==> src/rtl/scdp_trace_buffer.sv <==
// scdp_trace_buffer: PC-triggered capture of SCDP debug taps into a first-word-fall-through FIFO
module scdp_trace_buffer #(
  parameter int DEPTH = 16,
  parameter logic [7:0] TRIG_PC = 8'h00,
  parameter int CAP_LEN = 16
) (
  input  logic                     clk,
  input  logic                     rst,
  input  logic                     arm,
  input  logic                     clear,
  input  logic [7:0]               pc_in,
  input  logic [3:0]               alu_in,
  input  logic [3:0]               rd_in,
  input  logic [3:0]               mem_in,
  output logic                     out_valid,
  input  logic                     out_ready,
  output logic [19:0]              out_data,
  output logic [$clog2(DEPTH):0]   fill,
  output logic [1:0]               state_out,
  output logic                     overflow,
  output logic [7:0]               drop_cnt
);
  localparam int AW = $clog2(DEPTH);
  localparam int CW = $clog2(CAP_LEN + 1);
  localparam logic [CW-1:0] CAP = CW'(CAP_LEN);
  typedef enum logic [1:0] {IDLE, ARMED, CAPTURING, DONE} state_t;
  state_t state;
  logic [19:0] store [DEPTH];
  logic [AW-1:0] wptr, rptr;
  logic [CW-1:0] cnt;
  logic trig, push, pop, full, wr, drop;
  assign trig = state == ARMED && pc_in == TRIG_PC;
  assign push = trig || state == CAPTURING;
  assign full = fill == (AW+1)'(DEPTH);
  assign out_valid = fill != '0;
  assign pop = out_valid && out_ready;
  // a pop frees the slot the concurrent push needs, so a full FIFO still accepts
  assign wr = push && (!full || pop);
  assign drop = push && full && !pop;
  assign out_data = out_valid ? store[rptr] : '0;
  assign state_out = state;
  always_ff @(posedge clk)
    if (wr && !clear) store[wptr] <= {pc_in, alu_in, rd_in, mem_in};
  always_ff @(posedge clk or negedge rst)
    if (!rst) begin
      state <= IDLE;
      wptr <= '0;
      rptr <= '0;
      fill <= '0;
      cnt <= '0;
      overflow <= 1'b0;
      drop_cnt <= '0;
    end else if (clear) begin
      state <= IDLE;
      wptr <= '0;
      rptr <= '0;
      fill <= '0;
      cnt <= '0;
      overflow <= 1'b0;
      drop_cnt <= '0;
    end else begin
      wptr <= wptr + AW'(wr);
      rptr <= rptr + AW'(pop);
      fill <= fill + (AW+1)'(wr) - (AW+1)'(pop);
      overflow <= overflow | drop;
      drop_cnt <= drop_cnt + 8'(drop && drop_cnt != 8'hFF);
      if (trig) begin
        cnt <= CW'(1);
        state <= CAP_LEN == 1 ? DONE : CAPTURING;
      end else if (state == CAPTURING) begin
        cnt <= CW'(cnt + 1'b1);
        if (CW'(cnt + 1'b1) == CAP) state <= DONE;
      end else if (arm && (state == IDLE || state == DONE)) state <= ARMED;
    end
endmodule

==> config.mk <==
export PLATFORM = sky130hd
export DESIGN_NAME = scdp_trace_buffer
export DESIGN_NICKNAME = d
export VERILOG_FILES = /design/src/rtl/scdp_trace_buffer.sv
export SDC_FILE = /design/constraint.sdc
export NUM_CORES = 1
export LEC_CHECK = 0
export ABC_CLOCK_PERIOD_IN_PS = 3900
export CAP_MARGIN = 40
export CORE_ASPECT_RATIO = 0.6
export CORE_MARGIN = 5
export CORE_UTILIZATION = 55
export DETAILED_ROUTE_END_ITERATION = 12
export PLACE_DENSITY = 0.77
export SLEW_MARGIN = 20
export SYNTH_ARGS = -nofsm -noshare
export SYNTH_HDL_FRONTEND = slang
export SYNTH_SLANG_ARGS = --single-unit
==> constraint.sdc <==
create_clock -name clk -period 3.9 [get_ports clk]
set_input_delay 0.39 -clock clk [delete_from_list [all_inputs] [get_ports clk]]
set_output_delay 0.39 -clock clk [all_outputs]
set_load 0.02 [all_outputs]
**Word level (Yosys, flattened, before mapping)**

Memories as Yosys holds them, arrays and structs flattened.
Cells that the tools add are included.

- Word-level logic and storage cells: 58
- Memory bits (writable): 320
- Register bits: 29
- Output and inout bits: 37
- Memories kept: 1
- Input port bits: 25

Memories:

| memory | words | width | read ports | clocked after Yosys merged registers in | wr ports | RTL line | RTL |
|---|---|---|---|---|---|---|---|
| store | 16 | 20 | 1 | 0 | 1 | 28 | `logic [19:0] store [DEPTH];` |

- $add $sub $neg: 6
- Muxes and demuxes: 16
- Eq/ne operators: 7
- Reductions and logical operators: 20
- Bitwise operators: 1

Operator list:

| operator | count |
|---|---|
| $mux 20 | 1 |
| $mux 5 | 4 |
| $eq 5x5->1 const B | 2 |
| $mux 2 | 5 |
| $add 4x1->4 | 2 |
| $add 8x1->8 | 1 |
| $logic_and 1x1->1 | 8 |
| $logic_not 8->1 | 1 |
| $mux 4 | 2 |
| $mux 8 | 1 |
| $ne 8x8->1 const B | 1 |
| $add 5x1->5 | 1 |
| $add 5x1->5 const B | 1 |
| $reduce_bool 5->1 | 1 |
| $sub 5x1->5 | 1 |
| $eq 2x2->1 const B | 2 |
| $ne 4x3->1 const B | 1 |
| $reduce_bool 4->1 | 1 |
| $logic_not 1->1 | 3 |
| $logic_or 1x1->1 | 3 |
| $mux 1 | 3 |
| $reduce_bool 3->1 | 1 |
| $eq 2x1->1 const B | 1 |
| $logic_not 2->1 | 1 |
| other kinds (2) | 2 |

**Logic depth before layout (Yosys ltp)**

Gate-level depths: netlist of run 1.

- Depth after elaboration: 8
- Depth in mapped cells: 15
- Gate-level depth less buffers: 13

**Worst setup path after synthesis of run 1**

Ideal clock, no wire load.

- Kind: reg-to-reg
- Start point: register state[0] (netlist: state_out[0])
- End point: memory store[0][0], enable pin
- Cell stages (with the launch flop): 6
- Library setup time: 0.448 ns
- Path slack: 0.295 ns
- Required time: 3.452 ns
- Clock period less this slack: 3.605 ns
- Path buffers: 1
- Arrival: 3.157 ns
- Cells stage by stage: dfrtp_1 inv_1 ha_1 clkbuf_1 o21bai_4 nor4_1

- Word-level cells in the longest chain between the ends: 7
- Elaborated cells on any way between the ends: 8
- Classes of those cells: 2 x eq/ne; 2 x mux; 4 x reduce/logical

RTL lines:

| what | RTL line | RTL |
|---|---|---|
| start: declaration | 27 | `state_t state;` |
| start signal: assignment | 69 | `state <= CAP_LEN == 1 ? DONE : CAPTURING;` |
| $eq 2x1->1 | 32 | `assign trig = state == ARMED && pc_in == TRIG_PC;` |
| $logic_and 1x1->1 | 32 |  |
| $logic_or 1x1->1 * | 33 | `assign push = trig \|\| state == CAPTURING;` |
| $logic_and 1x1->1 * | 38 | `assign wr = push && (!full \|\| pop);` |
| $logic_and 1x1->1 * | 43 | `if (wr && !clear) store[wptr] <= {pc_in, alu_in, rd_in, mem_in};` |
| $mux 1 * | 43 |  |
| $mux 1 (implied by the code) * | 43 |  |
| end: declaration | 28 |  |

Every way passes the cells marked *; elsewhere a longest branch is shown, timed or not.

**Final worst setup path of run 1**

- Start point: register fill[2]
- End point: output port out_data[14]

- Word-level cells in the longest chain between the ends: 2

RTL lines:

| what | RTL line | RTL |
|---|---|---|
| start: declaration | 18 | `output logic [$clog2(DEPTH):0] fill,` |
| start signal: assignment | 64 | `fill <= fill + (AW+1)'(wr) - (AW+1)'(pop);` |
| $reduce_bool 5->1 | 35 | `assign out_valid = fill != '0;` |
| $mux 20 | 40 | `assign out_data = out_valid ? store[rptr] : '0;` |
| end: declaration | 17 | `output logic [19:0] out_data,` |

Every way passes these cells.

==> results of run 1 <==
## stage by stage
step                power, mW  hold slack [ps]
CTS                     9.303            212.5
floorplan               5.661            94.41
global placement        6.421            510.0
detailed placement      6.472            555.2
finish                  9.287            217.5
global route            9.657            263.8
## cells by family after synthesis
group	count (synthesis)
flip-flops	349
buffers and inverters	86
AND/OR/NAND/NOR	82
multiplexers	81
AO/OA/AOI/OAI	52
XOR/XNOR	16
adder cells (fa/ha/maj)	16
## power groups by stage
stage               clock network [mW]  registers, mW  logic [mW]
global route                      3.05           4.24        2.36
finish                            2.84           4.23        2.21
global placement                     0           4.33        2.09
floorplan                            0           4.25        1.41
CTS                               2.88           4.26        2.17
detailed placement                   0           4.34        2.14
## worst max path at each step
| stage | from | cells after the start | endpoint | slack, ps |
|---|---|---|---|---|
| after CTS | fill[3] | 9 | out_data[10] | 100 |
| after floorplan | state_out[0] | 5 | store[0][0] | 300 |
| after global placement | pc_in[0] | 13 | fill[4] | 500 |
| after detailed placement | pc_in[0] | 13 | fill[4] | 210 |
| after global routing | fill[2] | 9 | out_data[14] | 120 |
| final | fill[2] | 9 | out_data[14] | 230 |
## timing repair
action / CTS / global route
setup endpoints to repair: 0 / 3
resized for setup: 0 / 2
setup buffers: 0 / 3
## sequential cells by signal (all words and copies together), names as in the netlist
signal,count
cnt,5
drop_cnt,8
fill,5
overflow,1
rptr,4
state_out,2
store,320
wptr,4
## area by class of cell
cell class | count | area share
Timing Repair Buffer | 118 | 0.06757
Inverter | 53 | 0.01235
Sequential cell | 349 | 0.6420
Tap cell | 322 | 0.02501
Clock inverter | 14 | 0.005825
Multi-Input combinational cell | 247 | 0.1949
Clock buffer | 41 | 0.05235
## routing by layer
layer | GRT usage | vias to the layer above | routed length, microns
met1 | 0.3209 | 3790 | 12830
met4 | 0.05291 | 4 | 743
met3 | 0.05000 | 55 | 2811
met5 | 0 | - | 21
met2 | 0.3453 | 364 | 14870
li1 | - | 2996 | -
## placed cells by master, fill, tap and decap left out, drive strengths merged, types with 3 or more instances in the layout
| master | n |
|---|---|
| nor4 | 5 |
| nand3b | 4 |
| inv | 54 |
| a22oi | 20 |
| nor3 | 19 |
| ha | 15 |
| clkdlybuf4s50 | 61 |
| nand3 | 8 |
| clkinv | 11 |
| o221ai | 20 |
| nor2 | 14 |
| nand2 | 6 |
| a21oi | 4 |
| clkbuf | 41 |
| xor2 | 11 |
| xnor2 | 5 |
| nor2b | 10 |
| mux4 | 80 |
| buf | 57 |
| dfrtp | 29 |
| edfxtp | 320 |
| nand4 | 3 |
==> flow_summary.yaml, run 1 <==
critical_path:
  r2r_slack_ps: 980
  startpoint_type: "register"
  cp-end-kind: "output pin"
  reg2regPathDepth: 14
  crit_path_max_incr_delay_ps: 700
  crit_type: "reg2out"
  required_ps: 3510
  worstPathArrival_ps: 3280
  r2r_start: "fill[2]"
  crit_family: "buffers and inverters"
  path_cells: "inv_1 > ha_1 > nor4b_2 > buf_4 > inv_1 > nand3_2 > buf_4 > o221ai_1 > clkdlybuf4s50_1"
  cp_num_buf_inv: 5
  r2r-end: "fill[4]"
  path_max_fanout: 13
  slowest_stage: "clkdlybuf4s50_1"
synthesis:
  synth_common_cells: "edfxtp_1 (320), mux4_2 (80), inv_1 (53), dfrtp_1 (29)"
  synth_top_family_by_area: "multiplexers"
  synth_flop_cell: "edfxtp_1"
  synth_area_sq_um: 13750
  synthSimpleGateAreaFrac: 0.03348
  seq_area_frac_synth: 0.7515
  synth_adder_area_share: 0.01510
  syn-num-nets: 723
  yosysTopAreaCellShare: 0.6987
  synth.most_common_cell: "edfxtp_1"
  synth-compound-area-share: 0.03002
  yosysWarnings: 0
  synthTopCellsByArea: "edfxtp_1 (70%), mux4_2 (13%), dfrtp_1 (5.3%)"
  muxShareOfSynthArea: 0.1317
  synth-seq-cells: 349
  async_flop_share: 0.08309
  post_synth_num_cell_types: 40
  synth_xor_area_frac: 0.01019
  synth_area_per_cell_sq_um: 20.17
  synth_cells: 682
  synth_edf_count: 320
  synth_area_leader_cell: "edfxtp_1"
floorplanning:
  io_pins: 62
  dieArea_sq_um: 28370
  rows: 44
  floorplan.initialDensity: 0.5639
  dieWidth_microns: 214.1
  die_h_microns: 132.5
  core_area_sq_um: 24390
drt:
  viasPerCell: 6.302
  ant_nets: 0
  first_pass_iters: 5
  drtIter0Drc: 856
  wl_microns: 31270
  drc: 0
  routedWlPerCell_microns: 27.33
  vias: 7209
cells_and_area:
  post_layout_nonfiller_instances: 1144
  fillers: 1550
  drive_gt1_frac: 0.2506
  seq_area_sq_um: 10340
  diodes: 0
  nets: 840
  final_util: 0.6605
  postLayoutCellArea_sq_um: 16110
  multi_input_area_sq_um: 3139
  area_growth_pct: 17.13
clocking:
  htreeDepth: 1
  cts_sinks: 349
  cts_tree: "built"
  numCtsBuffers: 30
  worstSkewPairLatency_ps: 560
  clk_pin_slew_worst_paths_ps: 70
  cts_buffer_depth: 3
  ctsHoldBuffers: 0
  ctsRootBufferMaster: "clkbuf_16"
power:
  powerDensity_nw_per_um2: 576.5
  clkPwrFrac: 0.306
  total_leakage_power_nw: 5.371
  ir_drop_mv: 0.4214
  combPwrFrac: 0.238
  p_switching_mw: 2.499
  swShare: 0.2691
  intPower_mw: 6.788
  p_seq_frac: 0.455
grt:
  grt_pass1_vias: 7270
  antenna_found_initial: 2
  grt_overflow: 0
  grt_usage: 0.2193
  grt_max_degree: 39
  grt_pass1_wl_microns: 46430
place:
  gp_congestion: 0.8035
  placed_cell_area_sq_um: 15130
  io_buffers: 61
  place_ws_ps: 210.0
  dp_hpwl_microns: 19660
  dp_cells: 1086
flow_run:
  cap_violations: 0
sta:
  rsz0062_at_grt: "no"
  finalCriticalPeriod_ps: 3671
  final.setup.worst_slack_ps: 229.1
  worst_slew_pin_slew_ps: 668.9
  fmax_mhz: 272.4
  final_hold_viol_count: 0
  slew_headroom: 0.5526
  fin_setup_tns_ps: 0
  fin_crit_sh: 0.9413
  maxSlewViolCount: 0
  setup_viol: 0
  skew_ps: 10.13
run_status:
  outcome: "complete, no violations"
worst_hold_path:
  hold_class: "in2async"
No activity file was read; power rests on OpenSTA's default activity.
==> inputs of run 2 (changes only) <==
CORE_UTILIZATION = 30   (was 55)
PLACE_DENSITY = 0.48   (was 0.77)
==> flow_summary.yaml, run 2 (same netlist as run 1, synthesis figures left out) <==
run_status:
  outcome: "complete, no violations"
clocking:
  cts_sinks: 349
  clk_pin_slew_worst_paths_ps: 60
  ctsRootBufferMaster: "clkbuf_16"
  cts_buffer_depth: 3
  cts_setup_buffers: 0
  cts.repair.resized: 0
  numCtsBuffers: 35
  cts_tree: "built"
  htreeDepth: 2
  worstSkewPairLatency_ps: 520
  ctsHoldBuffers: 0
place:
  gp_congestion: 0.7136
  io_buffers: 61
  dp_cells: 1345
  dp_hpwl_microns: 20110
  placed_cell_area_sq_um: 15400
grt:
  grt_max_degree: 33
  grt_overflow: 0
  grt_pass1_wl_microns: 49410
  grt_pass1_vias: 6919
  grt_usage: 0.1344
  antenna_found_initial: 1
drt:
  drtIter0Drc: 513
  vias: 6776
  drc: 0
  routedWlPerCell_microns: 24.04
  viasPerCell: 4.816
  wl_microns: 33820
  first_pass_iters: 5
  ant_nets: 0
cells_and_area:
  layout_common_cells: "edfxtp_1 (320), mux4_2 (80), clkdlybuf4s50_1 (61)"
  final_util: 0.3684
  layout_commonest_cell: "edfxtp_1"
  regMostFlops: "store"
  reg.largest.list: "store (320), drop_cnt (8)"
  seq_area_sq_um: 10340
  area_growth_pct: 20.67
  nets: 835
  fillers: 4120
  diodes: 0
  post_layout_nonfiller_instances: 1407
  multi_input_area_sq_um: 3128
  postLayoutCellArea_sq_um: 16600
  drive_gt1_frac: 0.2396
  largest_reg_flops: 320
worst_hold_path:
  hold_class: "in2async"
sta:
  final_hold_viol_count: 0
  skew_ps: 16.47
  slew_headroom: 0.6079
  fin_setup_tns_ps: 0
  fmax_mhz: 280.7
  finalCriticalPeriod_ps: 3562
  fin_crit_sh: 0.9134
  setup_viol: 0
  maxSlewViolCount: 0
  worst_slew_pin_slew_ps: 586.4
  rsz0062_at_grt: "no"
critical_path:
  crit_path_max_incr_delay_ps: 680
  path_cells: "inv_1 > ha_1 > nor4b_2 > nor3_2 > buf_4 > a22oi_1 > o221ai_1 > clkdlybuf4s50_1"
  crit_type: "reg2out"
  r2r-end: "fill[4]"
  r2r_start: "fill[2]"
  slowest_stage: "clkdlybuf4s50_1"
  worstPathArrival_ps: 3170
  startpoint: "fill[2]"
  path_max_fanout: 20
  crit_path_end: "out_data[9]"
  cp-end-kind: "output pin"
  startpoint_type: "register"
  r2r_slack_ps: 1030
  required_ps: 3510
  reg2regPathDepth: 13
floorplanning:
  floorplan.initialDensity: 0.3053
  io_pins: 62
  core_area_sq_um: 45040
  die_h_microns: 175.9
  dieWidth_microns: 286.4
  rows: 60
  dieArea_sq_um: 50370
flow_run:
  cap_violations: 0
power:
  ir_drop_mv: 0.2916
  powerDensity_nw_per_um2: 596.8
  power_mw: 9.905
  total_leakage_power_nw: 5.425
## run 2: critical path: cells and delay by family (launching register included)
family	cells	cell delay, ps
adder cells (fa/ha/maj)	1	160
flip-flops	1	390
AND/OR/NAND/NOR	2	500
AO/OA/AOI/OAI	2	540
buffers and inverters	3	1050
## run 2: through the flow
step | hold WS (ps) | setup WS, ps
after floorplan | 94.41 | 295.5
after global placement | 515.7 | 714.8
after detailed placement | 516.8 | 666.0
after CTS | 348.8 | 241.0
after global routing | 52.21 | 72.84
final | 71.93 | 337.7
## run 2: worst min-delay path by stage
| stage | from | end | slack [ps] | depth (start not counted) |
|---|---|---|---|---|
| after floorplan | rst | cnt[0] | 90 | 0 |
| after global placement | overflow | overflow | 520 | 2 |
| after detailed placement | overflow | overflow | 520 | 2 |
| after CTS | rst | cnt[1] | 350 | 1 |
| after global routing | rst | cnt[0] | 50 | 1 |
| final | rst | cnt[0] | 70 | 1 |
## run 2: cell type report
cell class	count	area share
Sequential cell	349	0.6232
Timing Repair Buffer	108	0.06077
Multi-Input combinational cell	247	0.1885
Clock inverter	15	0.01334
Inverter	53	0.01199
Tap cell	589	0.04441
Clock buffer	46	0.05783
## run 2: per-layer routing
| metal | part of all wire | up-vias | track usage |
|---|---|---|---|
| met1 | 0.51 | 3591 | 0.2139 |
| met4 | 0.014 | 2 | 0.02644 |
| met5 | 0.00038 | - | 0 |
| li1 | - | 2982 | - |
| met3 | 0.058 | 45 | 0.03178 |
| met2 | 0.42 | 156 | 0.1869 |
## run 2: report_power, final
group          total (mW)  internal (mW)  switching (mW)  leakage (nW)
registers            4.21           4.12          0.0926          3.27
clock network        3.50           2.13            1.37         0.573
logic                2.19           1.06            1.13          1.58
==> inputs of run 3 (changes only) <==
CORE_MARGIN = not set   (was 5)
==> flow_summary.yaml, run 3 (same netlist as run 1, synthesis figures left out) <==
run_status:
  outcome: "complete, no violations"
cells_and_area:
  reg.largest.list: "store (320), drop_cnt (8)"
  diodes: 0
  postLayoutCellArea_sq_um: 16540
  regMostFlops: "store"
  largest_reg_flops: 320
  nets: 838
  layout_commonest_cell: "edfxtp_1"
  final_util: 0.3673
  post_layout_nonfiller_instances: 1407
  layout_common_cells: "edfxtp_1 (320), mux4_2 (80), clkdlybuf4s50_1 (61)"
  area_growth_pct: 20.29
  drive_gt1_frac: 0.2445
clocking:
  cts_sinks: 349
  cts_buffer_depth: 3
  numCtsBuffers: 35
  worstSkewPairLatency_ps: 530
  clk_pin_slew_worst_paths_ps: 60
  cts.repair.resized: 0
  cts_tree: "built"
  htreeDepth: 2
  ctsHoldBuffers: 0
  ctsRootBufferMaster: "clkbuf_16"
  cts_setup_buffers: 0
drt:
  routedWlPerCell_microns: 23.70
  wl_microns: 33350
  viasPerCell: 4.863
  first_pass_iters: 5
  ant_nets: 0
  drc: 0
  vias: 6842
  drtIter0Drc: 507
grt:
  grt_overflow: 0
  grt_max_degree: 40
  grt_usage: 0.1458
  grt_pass1_vias: 6879
  antenna_found_initial: 0
  grt_pass1_wl_microns: 49070
sta:
  rsz0062_at_grt: "no"
  final.setup.worst_slack_ps: 257.1
  worst_slew_pin_slew_ps: 739.1
  skew_ps: 17.60
  fmax_mhz: 274.5
  setup_viol: 0
  fin_crit_sh: 0.9341
  fin_setup_tns_ps: 0
  finalCriticalPeriod_ps: 3643
  maxSlewViolCount: 0
  slew_headroom: 0.5057
  final_hold_viol_count: 0
  fin_worst_hold_slack_ps: 116.6
critical_path:
  crit_type: "reg2out"
  cp_num_buf_inv: 4
  startpoint_type: "register"
  cp-end-kind: "output pin"
  required_ps: 3510
  crit_family: "buffers and inverters"
  crit_path_max_incr_delay_ps: 630
  path_max_fanout: 10
  slowest_stage: "clkdlybuf4s50_1"
  worstPathArrival_ps: 3250
  crit_top_cell: "inv_1"
  path_cells: "inv_1 > ha_1 > nor4b_2 > inv_1 > nand3b_1 > buf_4 > o221ai_1 > clkdlybuf4s50_1"
floorplanning:
  floorplan.initialDensity: 0.3053
  io_pins: 62
  dieArea_sq_um: 46730
  die_h_microns: 167.9
  core_area_sq_um: 45040
  dieWidth_microns: 278.4
  rows: 60
flow_run:
  cap_violations: 0
power:
  power_mw: 9.625
  ir_drop_mv: 0.2147
  total_leakage_power_nw: 5.397
  powerDensity_nw_per_um2: 581.8
place:
  placed_cell_area_sq_um: 15470
  io_buffers: 61
  gp_congestion: 0.7191
  dp_cells: 1349
  dp_hpwl_microns: 19900
  place_ws_ps: 488.1
worst_hold_path:
  hold_class: "in2async"
[run 3: cell types whose count changed in the layout (fill, tap and decap cells not counted), sizes merged]
| cell | change |
|---|---|
| clkbuf | -5 |
| bufinv | -4 |
| clkinv | +4 |
| buf | +3 |
| clkinvlp | +1 |
| inv | +1 |
[run 3: per-layer routing]
layer,track usage,part of all wire
met3,0.03206,0.058
met2,0.2034,0.42
met4,0.02618,0.0093
met5,0,0
met1,0.2314,0.51
[run 3: path summary, 6_finish.rpt]
path | start | slack, ps | cells past startpoint | to
worst min register to register | overflow | 530 | 2 | overflow
min in group clk | arm | 530 | 3 | state_out[0]
worst max register to register | fill[3] | 1080 | 13 | fill[4]
worst max-delay path | fill[3] | 260 | 8 | out_data[8]
max in group asynchronous | rst | 3210 | 3 | drop_cnt[1]
worst min-delay path | rst | 120 | 1 | drop_cnt[7]
[run 3: worst reg2reg max path, delay by kind of cell, from the launching register on]
family,cells,cell delay [ps]
simple gates,4,830
flops,1,420
fa+ha+maj,4,1010
compound gates,2,250
buf+inv,3,210
[run 3: where the power goes]
group | switching, mW | internal, mW | total (mW)
logic | 1.11 | 1.06 | 2.17
clock network | 1.39 | 1.82 | 3.21
registers | 0.122 | 4.12 | 4.24
total | 2.62 | 7.00 | 9.62
[run 3: final cells by class]
class	count	area (sq um)
inverters	53	198.9
multi-input cells	247	3128
fillers	4159	28500
repair buffers	111	1069
flip-flops and latches	349	10340
well taps	589	737.0
clock inverters	17	148.9
clock buffers	41	919.6
==> RTL edit (config.mk and constraints of run 1) <==
Set the parameter `CAP_LEN` to 8 (it was 16).
--- a/src/rtl/scdp_trace_buffer.sv
+++ b/src/rtl/scdp_trace_buffer.sv
@@ -2,7 +2,7 @@
 module scdp_trace_buffer #(
   parameter int DEPTH = 16,
   parameter logic [7:0] TRIG_PC = 8'h00,
-  parameter int CAP_LEN = 16
+  parameter int CAP_LEN = 8
 ) (
   input  logic                     clk,
   input  logic                     rst,
Formal check against the unedited RTL: not equivalent (a bounded check fails within 10 cycles, from zero or initial values and one cycle with rst low).
==> RTL edit against run 1 <==
Largest cell class unchanged. Highest routed layer unchanged. Sequential cell count shrank 1. Final area grew 0.50%. Setup slack gained 160 ps. Wire length shrank 3.1%. Worst hold slack gained 34 ps. Via count shrank 2.0%. Register-to-register slack gained 20 ps. Total power grew 0.24%. Count of clock-buffer cells in the layout shrank 7. Area after synthesis grew 1.3%. Fmax grew 4.5%.
==> RTL edit: results (changes against run 1) <==
Vias in the first global route - 7375 (+1.4%)
HPWL Detailed - 18200 µm (-7.4%)
Asr flop ratio synth - 0.0805 (-0.00263)
Synth top area cells - edfxtp_1 (69%), mux4_2 (13%), dfrtp_1 (5.0%)
Placed inst area - 0.0153 mm² (+0.97%)
Synth cell count leaders - edfxtp_1 (320), mux4_2 (80), inv_1 (53), dfrtp_1 (28)
GP Congestion - 0.807 (+0.46%)
Total GRT Usage - 0.214 (-0.00482)
Mux contribution to synthesized area - 0.130 (-0.00163)
Synth Area in Compound Gates - 0.0456 (+0.0155)
CP max stage delay - 580 ps (-120 ps)
CP max FO - 9 (-4)
Mapped Cells - 678 (-0.59%)
Grt met2 use - 0.339 (-0.00643)
Number of synthesized flops with an enable pin - 320 (unchanged)
Worst Reg-to-Reg Cells - 13 (-1)
Synth cell types - 39 (-2.5%)
Shortest period the worst path allows - 3510 ps (-157 ps)
Rel. slew slack - 0.530 (-0.0229)
WL met1 - 12700 µm (-1.3%)
WL/cell - 26.6 µm (-2.6%)
Worst-Skew Late Latency - 570 ps
DR iter-0 viols - 749 (-13%)
First-pass GRT wire length - 46300 µm (-0.25%)
Met1 global-route usage - 0.314 (-0.00683)
Largest net degree at the start of global routing - 83 (+110%)
WL final - 30300 µm (-3.1%)
Status - finished, final reports clean
Seq/Total Area, Yosys - 0.740 (-0.0111)
Hold_ws - 251 ps (+33.7 ps)
Fraction of layout cells with a size suffix above 1 - 0.294 (+0.0436)
Placed Instances - 1085 (-0.092%)
Crit path arrival time - 3120 ps (-160 ps)
Routed wl met2 - 14500 µm (-2.7%)
Synth top area share - 0.690 (-0.00866)
Post-DR vias/cell - 6.21 (-1.5%)
Worst vdd ir - 0.389 mV (-7.7%)
Metal3 WL - 2550 µm (-9.4%)
Termination of the worst setup path - out_data[16]
Synth warn - 0 (unchanged)
Clk_skew - 20.6 ps (+10.5 ps)
Leakage - 5.33 nW (-0.81%)
Fin nets - 829 (-1.3%)
Worst Setup SP - fill[3]
XOR/XNOR Fraction of Synth Area - 0.0101 (-0.000126)
Biggest regs - store x320, drop_cnt x8, fill x5
Fillers - 1637 (+5.6%)
Post-placement setup slack - 120 ps (-90.2 ps)
Synthesized Nets - 719 (-0.55%)
Synthesized-area fraction occupied by adder cells - 0.0149 (-0.000187)
Met3 usage - 0.0500 (about the same)
Flop2flop setup slack - 1000 ps (+20 ps)
Initial antenna violation count - 1 (-1)
Final ANT Viol Nets - 0 (unchanged)
Fin. Hold Viols - 0 (unchanged)
DRT Pass-1 Iters - 5 (unchanged)
==> RTL edit: cell count changes after synthesis, moves of 3 or more <==
cell	run 1	this run
a22oi_2	0	20
o221ai_1	20	0
o221ai_2	0	20
clkbuf_1	11	8
a22oi_1	20	0
==> RTL edit: final cells by class <==
class	instances	area (µm²)	area share
sequential	348	10300	0.637
multi-input combinational	244	3320	0.205
timing repair buffer	111	1020	0.0632
clock buffer	34	787	0.0486
tap	329	412	0.0254
inverter	53	199	0.0123
clock inverter	19	130	0.00804
==> RTL edit: kinds of logic after synthesis <==
kind of cell             Yosys count
AND/OR/NAND/NOR                   79
adder cells (fa/ha/maj)           16
buffers and inverters             86
multiplexers                      81
flip-flops                       348
AO/OA/AOI/OAI                     52
XOR/XNOR                          16
==> RTL edit: report_power, final <==
part / total (mW) / internal (mW) / switching (mW)
registers: 4.15 / 4.11 / 0.0437
logic: 2.33 / 1.14 / 1.19
clock network: 2.83 / 1.52 / 1.31
total: 9.31 / 6.76 / 2.55
